$ cat config.mk
export PLATFORM = sky130hd
export DESIGN_NAME = jtag_master
export DESIGN_NICKNAME = d
export VERILOG_FILES = /design/src/rtl/jtag_master.sv
export SDC_FILE = /design/constraint.sdc
export NUM_CORES = 1
export LEC_CHECK = 0
export ABC_AREA = 1
export CAP_MARGIN = 20
export CORE_AREA = 8 8 183 98
export DETAILED_ROUTE_END_ITERATION = 10
export DIE_AREA = 0 0 191 106
export PLACE_DENSITY_LB_ADDON = 0.08
export SYNTH_ARGS = -nofsm -noshare
export SYNTH_HDL_FRONTEND = slang
export SYNTH_SLANG_ARGS = --single-unit
$ cat constraint.sdc
create_clock -name tck -period 5.6 [get_ports tck]
set_input_delay 1.4 -clock tck [delete_from_list [all_inputs] [get_ports tck]]
set_output_delay 1.4 -clock tck [all_outputs]
set_load 0.03 [all_outputs]
$ cat src/rtl/jtag_master.sv
// jtag_master: JTAG host engine turning IR-scan, DR-scan and TAP-reset commands into TCK/TMS/TDI sequences
// Ports: tck/trstn - source clock and asynchronous active-low reset
//        cmd_valid/cmd_ready/cmd_type/cmd_len/cmd_data - command channel (TDI bits LSB first)
//        rsp_valid/rsp_ready/rsp_data - captured TDO bits, held until consumed
//        jtag_tck/jtag_tms/jtag_tdi/jtag_tdo - pins to the target TAP
// Option: define JTAG_MASTER_IDLE_EN to append IDLE_CYCLES Run-Test/Idle cycles after every scan.
module jtag_master #(
    parameter int DATA_WIDTH  = 64,
    parameter int LEN_WIDTH   = $clog2(DATA_WIDTH + 1),
    parameter int TCK_DIV     = 2,
    parameter int IDLE_CYCLES = 8
) (
    input  logic                  tck,
    input  logic                  trstn,
    input  logic                  cmd_valid,
    output logic                  cmd_ready,
    input  logic [1:0]            cmd_type,
    input  logic [LEN_WIDTH-1:0]  cmd_len,
    input  logic [DATA_WIDTH-1:0] cmd_data,
    output logic                  rsp_valid,
    input  logic                  rsp_ready,
    output logic [DATA_WIDTH-1:0] rsp_data,
    output logic                  jtag_tck,
    output logic                  jtag_tms,
    output logic                  jtag_tdi,
    input  logic                  jtag_tdo
);
    localparam int CW = $clog2(DATA_WIDTH + IDLE_CYCLES + 8);
    localparam int DW = $clog2(TCK_DIV + 1);
    typedef enum logic [2:0] {
        INIT, IDLE, PRE, SHIFT, POST,
`ifdef JTAG_MASTER_IDLE_EN
        IDLE_WAIT,
`endif
        RSP
    } state_t;
    state_t                state, ns;
    logic [CW-1:0]         cnt, nc, cnt_nx, lim;
    logic [DW-1:0]         div;
    logic [LEN_WIDTH-1:0]  len, n_len, eff_len;
    logic [DATA_WIDTH-1:0] data;
    logic                  ir, n_ir, rst_cmd;
    logic                  fire, busy, tick, fall, n_tms, n_tdi;
    // Every JTAG bit is one (state, cnt) step; a step advances on the falling TCK edge,
    // where the TMS/TDI of the following step are launched.
    always_comb begin
        fire    = cmd_valid && cmd_ready;
        busy    = state != IDLE && state != RSP;
        tick    = div == DW'(TCK_DIV - 1);
        fall    = busy && tick && jtag_tck;
        eff_len = cmd_len > LEN_WIDTH'(DATA_WIDTH) ? LEN_WIDTH'(DATA_WIDTH) : cmd_len;
        cnt_nx  = cnt + CW'(1);
        lim     = state == INIT  ? CW'(6) :
                  state == PRE   ? (ir ? CW'(4) : CW'(3)) :
                  state == SHIFT ? CW'(len) :
`ifdef JTAG_MASTER_IDLE_EN
                  state == IDLE_WAIT ? CW'(IDLE_CYCLES) :
`endif
                  CW'(2);
        n_ir    = fire ? cmd_type == 2'b00 : ir;
        n_len   = fire ? eff_len : len;
        ns      = state;
        nc      = cnt;
        if (fire) begin
            ns = cmd_type == 2'b10 ? INIT : (!cmd_type[1] && eff_len != '0) ? PRE : RSP;
            nc = '0;
        end else if (state == RSP && rsp_ready) begin
            ns = IDLE;
        end else if (fall && cnt_nx != lim) begin
            nc = cnt_nx;
        end else if (fall) begin
            nc = '0;
            ns = state == INIT  ? (rst_cmd ? RSP : IDLE) :
                 state == PRE   ? SHIFT :
                 state == SHIFT ? POST :
`ifdef JTAG_MASTER_IDLE_EN
                 state == POST  ? IDLE_WAIT :
`endif
                 RSP;
        end
        n_tms = ns == INIT  ? nc < CW'(5) :
                ns == PRE   ? (n_ir ? nc < CW'(2) : nc == '0) :
                ns == SHIFT ? nc == CW'(n_len) - CW'(1) :
                ns == POST && nc == '0;
        n_tdi = ns == SHIFT && |(data & (DATA_WIDTH'(1) << nc));
    end
    always_ff @(posedge tck or negedge trstn) begin
        if (!trstn) begin
            state     <= INIT;
            cnt       <= '0;
            div       <= '0;
            len       <= '0;
            data      <= '0;
            ir        <= 1'b0;
            rst_cmd   <= 1'b0;
            cmd_ready <= 1'b0;
            rsp_valid <= 1'b0;
            rsp_data  <= '0;
            jtag_tck  <= 1'b0;
            jtag_tms  <= 1'b1;
            jtag_tdi  <= 1'b0;
        end else begin
            state     <= ns;
            cnt       <= nc;
            div       <= (busy && !tick) ? div + DW'(1) : '0;
            jtag_tck  <= (busy && tick) ? !jtag_tck : jtag_tck;
            cmd_ready <= ns == IDLE;
            rsp_valid <= ns == RSP;
            if (fire || fall) begin
                jtag_tms <= n_tms;
                jtag_tdi <= n_tdi;
            end
            if (fire) begin
                len      <= eff_len;
                data     <= cmd_data;
                ir       <= cmd_type == 2'b00;
                rst_cmd  <= cmd_type == 2'b10;
                rsp_data <= '0;
            end
            // TDO is sampled in the cycle that raises TCK, i.e. the value the target launched on the previous fall
            if (busy && tick && !jtag_tck && state == SHIFT)
                rsp_data <= rsp_data | (DATA_WIDTH'(jtag_tdo) << cnt);
        end
    end
endmodule

==> run_results.csv <==
group,metric,value,unit
logic_synthesis,synth_mux_area_frac,0,
final_layout,diodes,0,
final_layout,syn_to_final_growth,28.9,%
final_layout,layout-drive-gt1-share,0.0685,
logic_synthesis,yosysTopAreaCellShare,0.507,
grt,grt_pass1_wl,37900,um
logic_synthesis,async_reset_ff_frac,1.00,
route,drtIter0Drc,769,
critical_path,crit_start,"cmd_valid",
placed_design,io_buffers,146,
critical_path,crit_arrival,4.38,ns
floorplanning,die_x,191,um
logic_synthesis,synth.distinct_cells,37,
critical_path,critPathLaunchType,"input pin",
critical_path,rr_worst_depth,24,
route,wl_per_cell,17.8,um
route,via_count,7000,
timing,setup_viol,0,
grt,grt_max_degree,67,
placed_design,place_hpwl,17500,um
logic_synthesis,synth_most_common_cell,"nand2_1",
floorplanning,core_area,15600,um^2
grt,grt_usage,0.237,
critical_path,crit_type,"in2reg",
clock_tree,cts_resized,0,
logic_synthesis,syn_area_per_cell,7.80,um^2
critical_path,r2r_start,"cnt[1]",
floorplanning,start_util,0.482,
timing,final_hold_viol_count,0,
clock_tree,cts_setup_buffers,0,
logic_synthesis,synth_edf_count,0,
logic_synthesis,synth_seq_cells,154,
critical_path,r2r-end,"jtag_tdi",
route,first_pass_iters,5,
clock_tree,max-clock-path-buffers,2,
timing,drv_slew,0,
logic_synthesis,ys.flop_type,"dfrtp_1",
floorplanning,io_pins,147,
final_layout,fin_cells,1320,
logic_synthesis,syn-num-nets,1048,
timing,skew,0.0131,ns
pwr,peakVddDrop,0.199,mV
clock_tree,cts-root-buf,"clkbuf_16",
logic_synthesis,netlist_area,7550,um^2
clock_tree,cts_tree,"done",
grt,first_global_vias,6626,
clock_tree,htreeDepth,4,
timing,fmax,249,MHz
route,drc,0,
timing,setup_tns,0,ns
clock_tree,cts_hold_repair.buffers,0,
logic_synthesis,synth_top_family_by_area,"simple AND/OR/NAND/NOR gates",
floorplanning,rows,33,
timing,slew-limit-headroom,0.293,
critical_path,r2r_slack,2.21,ns
route,ant_nets,0,
placed_design,place_inst,1288,
grt,antenna_found_initial,0,
critical_path,worstSetupEndpointType,"flip-flop",
clock_tree,cts_buffers,17,
clock_tree,cts_num_sinks,154,
timing,tightest_slew,1.06,ns
critical_path,cp_max_fo,34,
timing,rsz0062_at_grt,"false",
timing,final.min_clock_period,4.01,ns
logic_synthesis,yosysWarnings,0,
logic_synthesis,synthXorXnorAreaFrac,0.0128,
pwr,leakagePower,4.95,nW
logic_synthesis,synth_cells,967,
critical_path,required,5.97,ns
timing,finalCritPeriodShare,0.716,
route,viasPerCell,5.30,
critical_path,endpoint,"jtag_tms",
route,routed_wl,23500,um
logic_synthesis,synth_compound_area_frac,0.0761,
floorplanning,die_y,106,um
final_layout,final_nets,1178,
pwr,p_per_area,245,nW/um^2
logic_synthesis,yosys.area_share.simple,0.327,
logic_synthesis,synthAdderAreaFrac,0.00497,
pwr,power,0.00238,W
logic_synthesis,synth_common_cells,"nand2_1, dfrtp_1, inv_1",
grt,grt_overflow,0,
job,drv_cap,0,
logic_synthesis,synth_seq_area_share,0.511,
logic_synthesis,yosys-top-cells-area,"dfrtp_1, nand2_1, nand3_1",
floorplanning,die_area,20200,um^2
placed_design,gp_congestion,0.959,
clock_tree,clkTransAtPathRegs,0.07,ns
worst_hold_path,hold_class,"reg2reg",
run_status,outcome,"finished clean",
logic_synthesis,yosysTopAreaCell,"dfrtp_1",
clock_tree,clk-insertion-delay-late,0.43,ns
[layout make-up]
cell class | instances | area, um^2
tap | 210 | 263
inverter | 88 | 333
timing repair buffer | 151 | 1500
clock inverter | 14 | 170
sequential | 154 | 3850
clock buffer | 18 | 429
fill | 1429 | 5920
multi-input combinational | 685 | 3180
[cells in the final DEF (no fill, tap or decap), types with 6 or more instances in the layout]
cell and count:
nor3_1 14, a22oi_1 25, nor2_1 69, nand3_1 72, clkbuf_16 17, inv_2 9, nor2_2 9, nand4_1 39
nand2_1 357, inv_6 7, nand2_2 9, clkdlybuf4s50_1 145, xnor2_1 6, inv_1 77, o21ai_0 50, dfrtp_1 153
[cell families (layout without fill, tap and decap cells)]
group,count (synthesis),in the layout
simple gates,578,578
flops,154,154
xor+xnor,11,11
compound gates,93,93
fa+ha+maj,3,3
buf+inv,128,271
[stage by stage]
stage	hold slack, ns	area [um^2]	worst slack [ns]	utilization
2_1_floorplan	0.415	7550	2.32	-
3_5_place_dp	0.434	9130	1.28	0.583
6_report	0.449	9730	1.59	0.622
4_1_cts	0.446	9730	1.61	0.622
3_3_place_gp	0.431	9130	1.39	0.583
5_1_grt	0.482	9730	1.33	0.622
[per-layer routing]
metal,vias to the layer above,global-route usage,share of wire
met5,-,0,0
li1,3391,-,-
met2,345,0.266,0.34
met1,3252,0.400,0.54
met3,12,0.0892,0.12
met4,0,0.0413,0.0055
[critical path, stage by stage]
cell             delay [ns]
clkdlybuf4s50_1        0.42
nand2_2                0.53
inv_2                  0.24
nand3_1                0.15
o21a_1                 0.23
ha_1                   0.22
nand2_1                0.09
nor4_1                 0.29
xnor2_1                0.14
xnor2_1                0.14
nor3_1                 0.19
nand3_1                0.10
nand3_1                0.08
o21ai_0                0.08
nand2_1                0.07
[where the power goes]
group / switching [W] / total, W / internal (W)
Sequential: 0 / 0.00111 / 0.00111
Clock: 0.000513 / 0.00119 / 0.000676
Combinational: 0.0000340 / 0.0000827 / 0.0000487
[registers in the layout, indices dropped and copies added (netlist names)]
register and cells:
data 64, rsp_data 64, cnt 7, len 7, state 3, div 2, cmd_ready 1, ir 1
jtag_tck 1, jtag_tdi 1, jtag_tms 1, rsp_valid 1, rst_cmd 1
[worst min path at each step]
stage	start	to	slack [ns]	depth (start not counted)
global placement	div[0]	div[0]	0.43	1
finish	div[0]	div[0]	0.45	1
detailed placement	div[0]	div[0]	0.43	1
CTS	div[0]	div[0]	0.45	1
floorplan	div[0]	div[0]	0.41	1
global route	div[0]	div[0]	0.48	1
(Power assumes the default switching activity.)
